[src/rtl/seg_pkg.sv]
// Shared constants for the seven-segment scan driver: blank code, idle patterns,
// hex glyph table and the slot state type.
package seg_pkg;

  localparam logic [4:0] BLANK_CODE = 5'd16;
  localparam logic [6:0] SEG_OFF    = 7'h7F;
  localparam logic [3:0] AN_OFF     = 4'hF;

  // Active-low {g,f,e,d,c,b,a} patterns for hex digits 0..F
  localparam logic [6:0] HEX_GLYPH [0:15] = '{
    7'b1000000, 7'b1111001, 7'b0100100, 7'b0110000,
    7'b0011001, 7'b0010010, 7'b0000010, 7'b1111000,
    7'b0000000, 7'b0010000, 7'b0001000, 7'b0000011,
    7'b1000110, 7'b0100001, 7'b0000110, 7'b0001110
  };

  typedef enum logic [1:0] {
    SLOT0 = 2'd0,
    SLOT1 = 2'd1,
    SLOT2 = 2'd2,
    SLOT3 = 2'd3
  } slot_e;

endpackage

[src/rtl/seg7_decode.sv]
// Combinational 5-bit digit code to active-low segment pattern.
// Codes 16..31 produce a blank digit.
module seg7_decode
  import seg_pkg::*;
(
  input  logic [4:0] code,
  output logic [6:0] seg_n
);

  always_comb begin
    seg_n = SEG_OFF;
    if (!code[4]) seg_n = HEX_GLYPH[code[3:0]];
  end

endmodule

[src/rtl/seg7_scan_driver.sv]
// Time-multiplexed 4-digit common-anode display driver with per-frame input
// snapshot and anode dead time at the start of every digit slot.
module seg7_scan_driver
  import seg_pkg::*;
#(
  parameter int REFRESH_DIV = 50000,
  parameter int DEAD_CYCLES = 500,
  parameter int CNT_W       = 16
) (
  input  logic       clock,
  input  logic       reset,
  input  logic       enable,
  input  logic [4:0] one_code,
  input  logic [4:0] ten_code,
  input  logic [4:0] hund_code,
  input  logic [4:0] thou_code,
  input  logic [3:0] dp_mask,
  output logic [3:0] an,
  output logic [6:0] seg,
  output logic       dp,
  output logic       frame_tick,
  output logic [1:0] slot_dbg
);

  logic [CNT_W-1:0] cnt;
  logic             wrap;
  logic             dead;
  logic             frame_end;
  slot_e            slot, slot_nxt;
  logic [4:0]       snap [0:3];
  logic [3:0]       snap_dp;
  logic [6:0]       cur_seg;

  assign wrap      = (cnt == CNT_W'(REFRESH_DIV - 1));
  assign dead      = (cnt < CNT_W'(DEAD_CYCLES));
  assign frame_end = wrap && (slot == SLOT3);
  assign slot_dbg  = slot;

  always_ff @(posedge clock or posedge reset) begin
    if (reset)     cnt <= '0;
    else if (wrap) cnt <= '0;
    else           cnt <= cnt + CNT_W'(1);
  end

  always_ff @(posedge clock or posedge reset) begin
    if (reset) slot <= SLOT0;
    else       slot <= slot_nxt;
  end

  always_comb begin
    slot_nxt = slot;
    if (wrap) begin
      case (slot)
        SLOT0:   slot_nxt = SLOT1;
        SLOT1:   slot_nxt = SLOT2;
        SLOT2:   slot_nxt = SLOT3;
        SLOT3:   slot_nxt = SLOT0;
        default: slot_nxt = SLOT0;
      endcase
    end
  end

  // All four codes are captured together so a frame never mixes old and new values
  always_ff @(posedge clock or posedge reset) begin
    if (reset) begin
      snap[0] <= BLANK_CODE;
      snap[1] <= BLANK_CODE;
      snap[2] <= BLANK_CODE;
      snap[3] <= BLANK_CODE;
      snap_dp <= 4'b0000;
    end else if (frame_end) begin
      snap[0] <= one_code;
      snap[1] <= ten_code;
      snap[2] <= hund_code;
      snap[3] <= thou_code;
      snap_dp <= dp_mask;
    end
  end

  seg7_decode u_decode (
    .code  (snap[slot]),
    .seg_n (cur_seg)
  );

  always_ff @(posedge clock or posedge reset) begin
    if (reset) begin
      an         <= AN_OFF;
      seg        <= SEG_OFF;
      dp         <= 1'b1;
      frame_tick <= 1'b0;
    end else begin
      frame_tick <= frame_end;
      if (dead || !enable) begin
        an  <= AN_OFF;
        seg <= SEG_OFF;
        dp  <= 1'b1;
      end else begin
        an  <= ~(4'b0001 << slot);
        seg <= cur_seg;
        dp  <= ~snap_dp[slot];
      end
    end
  end

endmodule

[config.mk]
export PLATFORM = sky130hd
export DESIGN_NAME = seg7_scan_driver
export DESIGN_NICKNAME = d
export VERILOG_FILES = /design/src/rtl/seg_pkg.sv /design/src/rtl/seg7_decode.sv /design/src/rtl/seg7_scan_driver.sv
export SDC_FILE = /design/constraint.sdc
export NUM_CORES = 1
export LEC_CHECK = 0
export CAP_MARGIN = 20
export CORE_MARGIN = 1.5
export CORE_UTILIZATION = 55
export DETAILED_ROUTE_END_ITERATION = 10
export HOLD_SLACK_MARGIN = 0.15
export PLACE_DENSITY = 0.81
export SYNTH_ARGS = -nofsm -noshare
export SYNTH_HDL_FRONTEND = slang
export SYNTH_SLANG_ARGS = --single-unit
[constraint.sdc]
create_clock -name clock -period 3.65 [get_ports clock]
set_input_delay 0.73 -clock clock [delete_from_list [all_inputs] [get_ports clock]]
set_output_delay 0.73 -clock clock [all_outputs]
set_load 0.01 [all_outputs]
# [Word-level counts from Yosys, hierarchy flattened]
# Memories as Yosys holds them, arrays and structs flattened.
# Index checks and enable logic that the tools add are counted.
# Widths: inputs -> output; s select.
[op_classes] mux=13 bitwise=4 order_cmp=4 shift=1 n_eq_ne=4 addsub=1 reduce_logical=4
[ops] op="$mux 7" n=4
[ops] op="$add 16x1->16 const B" n=1
[ops] op="$eq 16x16->1 const B" n=1
[ops] op="$lt 16x9->1 const B" n=1
[ops] op="$mux 16" n=1
[ops] op="$bmux 5 s2" n=1
[ops] op="$mux 5" n=2
[ops] op="$pmux 2 s4" n=1
[ops] op="$ge 5x5->1 const B" n=1
[ops] op="$not 4->5" n=1
[ops] op="$eq 2x2->1 const B" n=2
[ops] op="$mux 4" n=1
[ops] op="$not 4->4" n=1
[ops] op="$shl 1x2->4 const A" n=1
[ops] op="$ge 3x3->1 const B" n=1
[ops] op="$lt 2x3->1 const B" n=1
[ops] op="$not 2->3" n=1
[ops] op="$bmux 1 s2" n=1
[ops] op="$eq 2x1->1 const B" n=1
[ops] op="$logic_not 2->1" n=1
[ops] op="$mux 1" n=2
[ops] op="$logic_and 1x1->1" n=1
[ops] op="$logic_not 1->1" n=1
[ops] op="$logic_or 1x1->1" n=1
[ops] op="$not 1->1" n=1
[word_totals] rom_bits=112 inputBits=27 reg_bits=55 mem_count=1 elab_cells=43
[mem_list] name="(no name shown)" depth=16 width=7 read_ports=1 rd_clocked_by_memory_dff=0 wr=0 line_no="seg7_decode.sv:12" source="if (!code[4]) seg_n = HEX_GLYPH[code[3:0]];"

# [Depth between registers and ports, before layout]
[logic_depth] depth_word=10 mapped_depth=8 ltp_nobuf=7

# [Hierarchy]
# Synthesis repeated with hierarchy kept, for this count alone.
[unflattened] cells_unflattened=213 area_unflattened_um2=2772.7
[modules_own_cells] mod="seg7_scan_driver" n_inst=1 cells_each=177 area_each_um2=2478.6 seq_area_each_um2=1396.3
[modules_own_cells] mod="seg7_decode" n_inst=1 cells_each=36 area_each_um2=294.0 seq_area_each_um2=0.0

# [Least setup slack after synthesis]
# No wires, ideal clock.
[synth_timing] path_kind="register to register" from="reg slot[0], in the netlist slot_dbg[0]" to="reg seg[0]" setup_slack_ps=1550 path_stages_with_launch=9 t_required_ps=3571 n_path_buf=1 t_arrival_ps=2022 path_cell_list="dfrtp_1 -> buf_2 -> mux4_2 -> inv_1 -> ha_1 -> nor3_1 -> a311oi_1 -> a21oi_1 -> o21ai_0"
[synth_between] elab_chain_cells=10
[synth_rtl] item="start: declaration" line_no="seg7_scan_driver.sv:29" source="slot_e slot, slot_nxt;"
[synth_rtl] item="start signal: assignment" line_no="seg7_scan_driver.sv:47" source="else slot <= slot_nxt;"
[synth_rtl] item="$not 2->3 (implied by the code) *" line_no="seg7_scan_driver.sv:81" source=".code (snap[slot]),"
[synth_rtl] item="$bmux 5 s2 *" line_no="seg7_scan_driver.sv:81"
[synth_rtl] item="$mux 5 (implied by the code) * (2 in series)" line_no="seg7_scan_driver.sv:81"
[synth_rtl] item="$not 4->5 (implied by the code)" line_no="seg7_decode.sv:12"
[synth_rtl] item="$mem_v2 16x7"
[synth_rtl] item="$mux 7 (implied by the code) (2 in series)" line_no="seg7_decode.sv:12"
[synth_rtl] item="$mux 7 *" line_no="seg7_decode.sv:12"
[synth_rtl] item="$mux 7 *" line_no="seg7_scan_driver.sv:93" source="if (dead || !enable) begin"
[synth_rtl] item="end signal: assignment" line_no="seg7_scan_driver.sv:99" source="seg <= cur_seg;"
[synth_rtl] item="end: declaration" line_no="seg7_scan_driver.sv:19" source="output logic [6:0] seg,"
# Every way passes the cells marked *; elsewhere a longest branch is shown, timed or not. The select of a mux whose other input is x is not followed.
# A chain may end at the register's enable or synchronous reset.

# [Worst setup path after layout]
# Ends and elaborated chain as after synthesis.

==> run summary <==
CTS buffer count: 5
FF+latch count, synth: 55
sequential-to-total area share from yosys stat: 50.4%
Async SR Flop Fraction: 100%
Routability Congestion: 0.822
worst skew pair latency: 300 ps
I/O pin cnt: 42
maximum fanout along the worst path: 11
chip height: 74 um
Buf+Inv Stages, Crit Path: 1
vias per cell: 5.35
PortBufs: 41
clock group share of total power: 36.7%
endpoints failing setup: 0
DRT iter0 DRCs: 109
Cell Area, Placed: 3240 um2
clock skew: 11.3 ps
clock sink count: 55
Post-Syn Area: 2770 um2
FP Rows: 25
Final period util: 65.4%
Max-slew headroom: 51.4%
Mapped Avg Cell Area: 12.8 um2
diode count: 0
Cell Int Power: 911 uW
Post-DRT Antenna Nets: 0
# resized after CTS: 0
fill cell count: 338
GRT Util Overall: 19.0%
Crit path largest cell delay: 700 ps
total number of vias: 1,754
DP Wirelength: 3.30 mm
measured slew at the worst slew-check pin: 726 ps
core area: 4790 um2
Crit-path slowest cell: dfrtp_1
synthesized net count: 255
CTS tree: built
peak supply drop: 236 uV
H-tree depth: 2
WL per Instance: 14.0 um
switching share of power: 21.2%
layout cells sized above 1: 25.7%
Slew Limit Fails: 0
Worst-path clk slew: 100 ps
max cap viols: 0
Setup Crit Path Kind: reg2reg
Gate power share: 8.3%
Post-CTS Setup Bufs: 0
crit-path leading delay family: flip-flops
Arr. time, crit path: 2610 ps
Post-Syn Instances: 216
FMAX: 0.419 GHz
Hold Crit Class: reg2reg
die area: 5480 um2
P&R area growth vs syn: 21.8%
Leak: 0.00146 uW
hold_buf cts: 0
Distinct cells, synth: 39
switching power total: 244 uW
global route overflow: 0
initial antenna violation count: 0
post-layout min period: 2390 ps
CTS root buffer: clkbuf_8
Synth area leaders: dfrtp_1, dfstp_2, mux2_4
WP data required: 3870 ps
crit-path cells: mux4_2, inv_1, ha_1, nor3_1, a311oi_1, a21oi_1, o21ai_0
first-pass GRT wire length: 7.85 mm
Total Wirelength: 4.60 mm
Remaining DRCs: 0
most frequent cells in the layout: clkdlybuf4s50_1, dfrtp_1, mux2_4
effective utilization at floorplan: 57.9%
area of the multi-input gates: 1300 um2
Power Density: 342 nW/um2
largest net degree at the start of global routing: 50
RSZ-0062 raised after global routing: no
cell area after layout: 3380 um2
sequential share of power: 55.0%
Net count, final: 299
status: finished clean
Worst Setup Start Kind: flop
final core utilization: 70.6%
yosys warns: 0
Die X: 74 um
area share of the largest cell type after synthesis: 35.2%
EDFF count, synth: 0
Register Area: 1400 um2
final hold viol count: 0
Final TNS setup: 0 ps
Setup crit end kind: flop
CTS max path bufs: 2
most common cell after layout, fill and taps aside: clkdlybuf4s50_1
Top FF cell, synth: dfrtp_1
TritonRoute pass-1 iters: 4
vias in the first global route: 1,641
largest area contributor in the netlist: dfrtp_1
registers in the layout, summed over array words and instances (netlist names):
register / cells
an: 4
cnt: 16
frame_tick: 1
seg: 7
dp: 1
slot_dbg: 2
snap: 20
snap_dp: 4
path summary, 6_finish.rpt:
check | slack [ps] | depth (start not counted) | start | to
worst min register to register | 490 | 1 | cnt[0] | cnt[0]
min in group asynchronous | 620 | 2 | reset | cnt[7]
worst max register to register | 1260 | 7 | slot_dbg[0] | seg[0]
worst max-delay path | 1260 | 7 | slot_dbg[0] | seg[0]
max in group asynchronous | 2310 | 4 | reset | seg[5]
worst min-delay path | 490 | 1 | cnt[0] | cnt[0]
stage by stage:
| stage | power (uW) | instances | hold WS [ps] | worst slack, ps |
|---|---|---|---|---|
| 2_1_floorplan | 699 | 216 | 455 | 1550 |
| 3_3_place_gp | 738 | 319 | 472 | 1390 |
| 3_5_place_dp | 741 | 319 | 480 | 1250 |
| 4_1_cts | 1160 | 327 | 495 | 1260 |
| 5_1_grt | 1200 | 328 | 531 | 1050 |
| 6_report | 1150 | 328 | 493 | 1260 |
power groups by stage:
| stage | Sequential (uW) | Clock, uW | Combinational [uW] |
|---|---|---|---|
| 2_1_floorplan | 643 | 0 | 55.9 |
| 3_3_place_gp | 646 | 0 | 92.1 |
| 3_5_place_dp | 647 | 0 | 94.1 |
| 4_1_cts | 636 | 428 | 94.5 |
| 5_1_grt | 638 | 453 | 108 |
| 6_report | 636 | 423 | 95.9 |
layer usage:
layer	global-route usage, %	wire (um)
met4	5.56	55
met2	27.3	2090
met5	0	0
met3	4.34	235
met1	28.9	2220
synthesized netlist by cell type, drive strengths merged, types with 4 or more instances:
cell	number
inv	8
nor2	15
xor2	8
nand3	7
nand2	16
mux4	6
buf	5
xnor2	8
dfrtp	39
o21ai	8
ha	12
dfstp	16
o211ai	4
mux2	27
final cells by class:
type                       count  share of cell area, %
sequential                    55                   41.3
multi-input combinational    146                   38.5
timing repair buffer          44                   13.2
tap                           67                   2.48
clock buffer                   6                   2.44
clock inverter                 2                   1.15
inverter                       8                  0.889
worst register-to-register path: stages (launching register included):
cell,delay (ps)
dfrtp_1,700
mux4_2,640
inv_1,190
ha_1,220
nor3_1,60
a311oi_1,250
a21oi_1,70
o21ai_0,190
kinds of logic after synthesis:
logic type / synth area share (%)
flip-flops: 50.4
AND/OR/NAND/NOR: 11.3
buffers and inverters: 2.71
XOR/XNOR: 5.05
adder cells (fa/ha/maj): 5.42
multiplexers: 19.6
AO/OA/AOI/OAI: 5.55
Power figures use the tool's default switching activity.
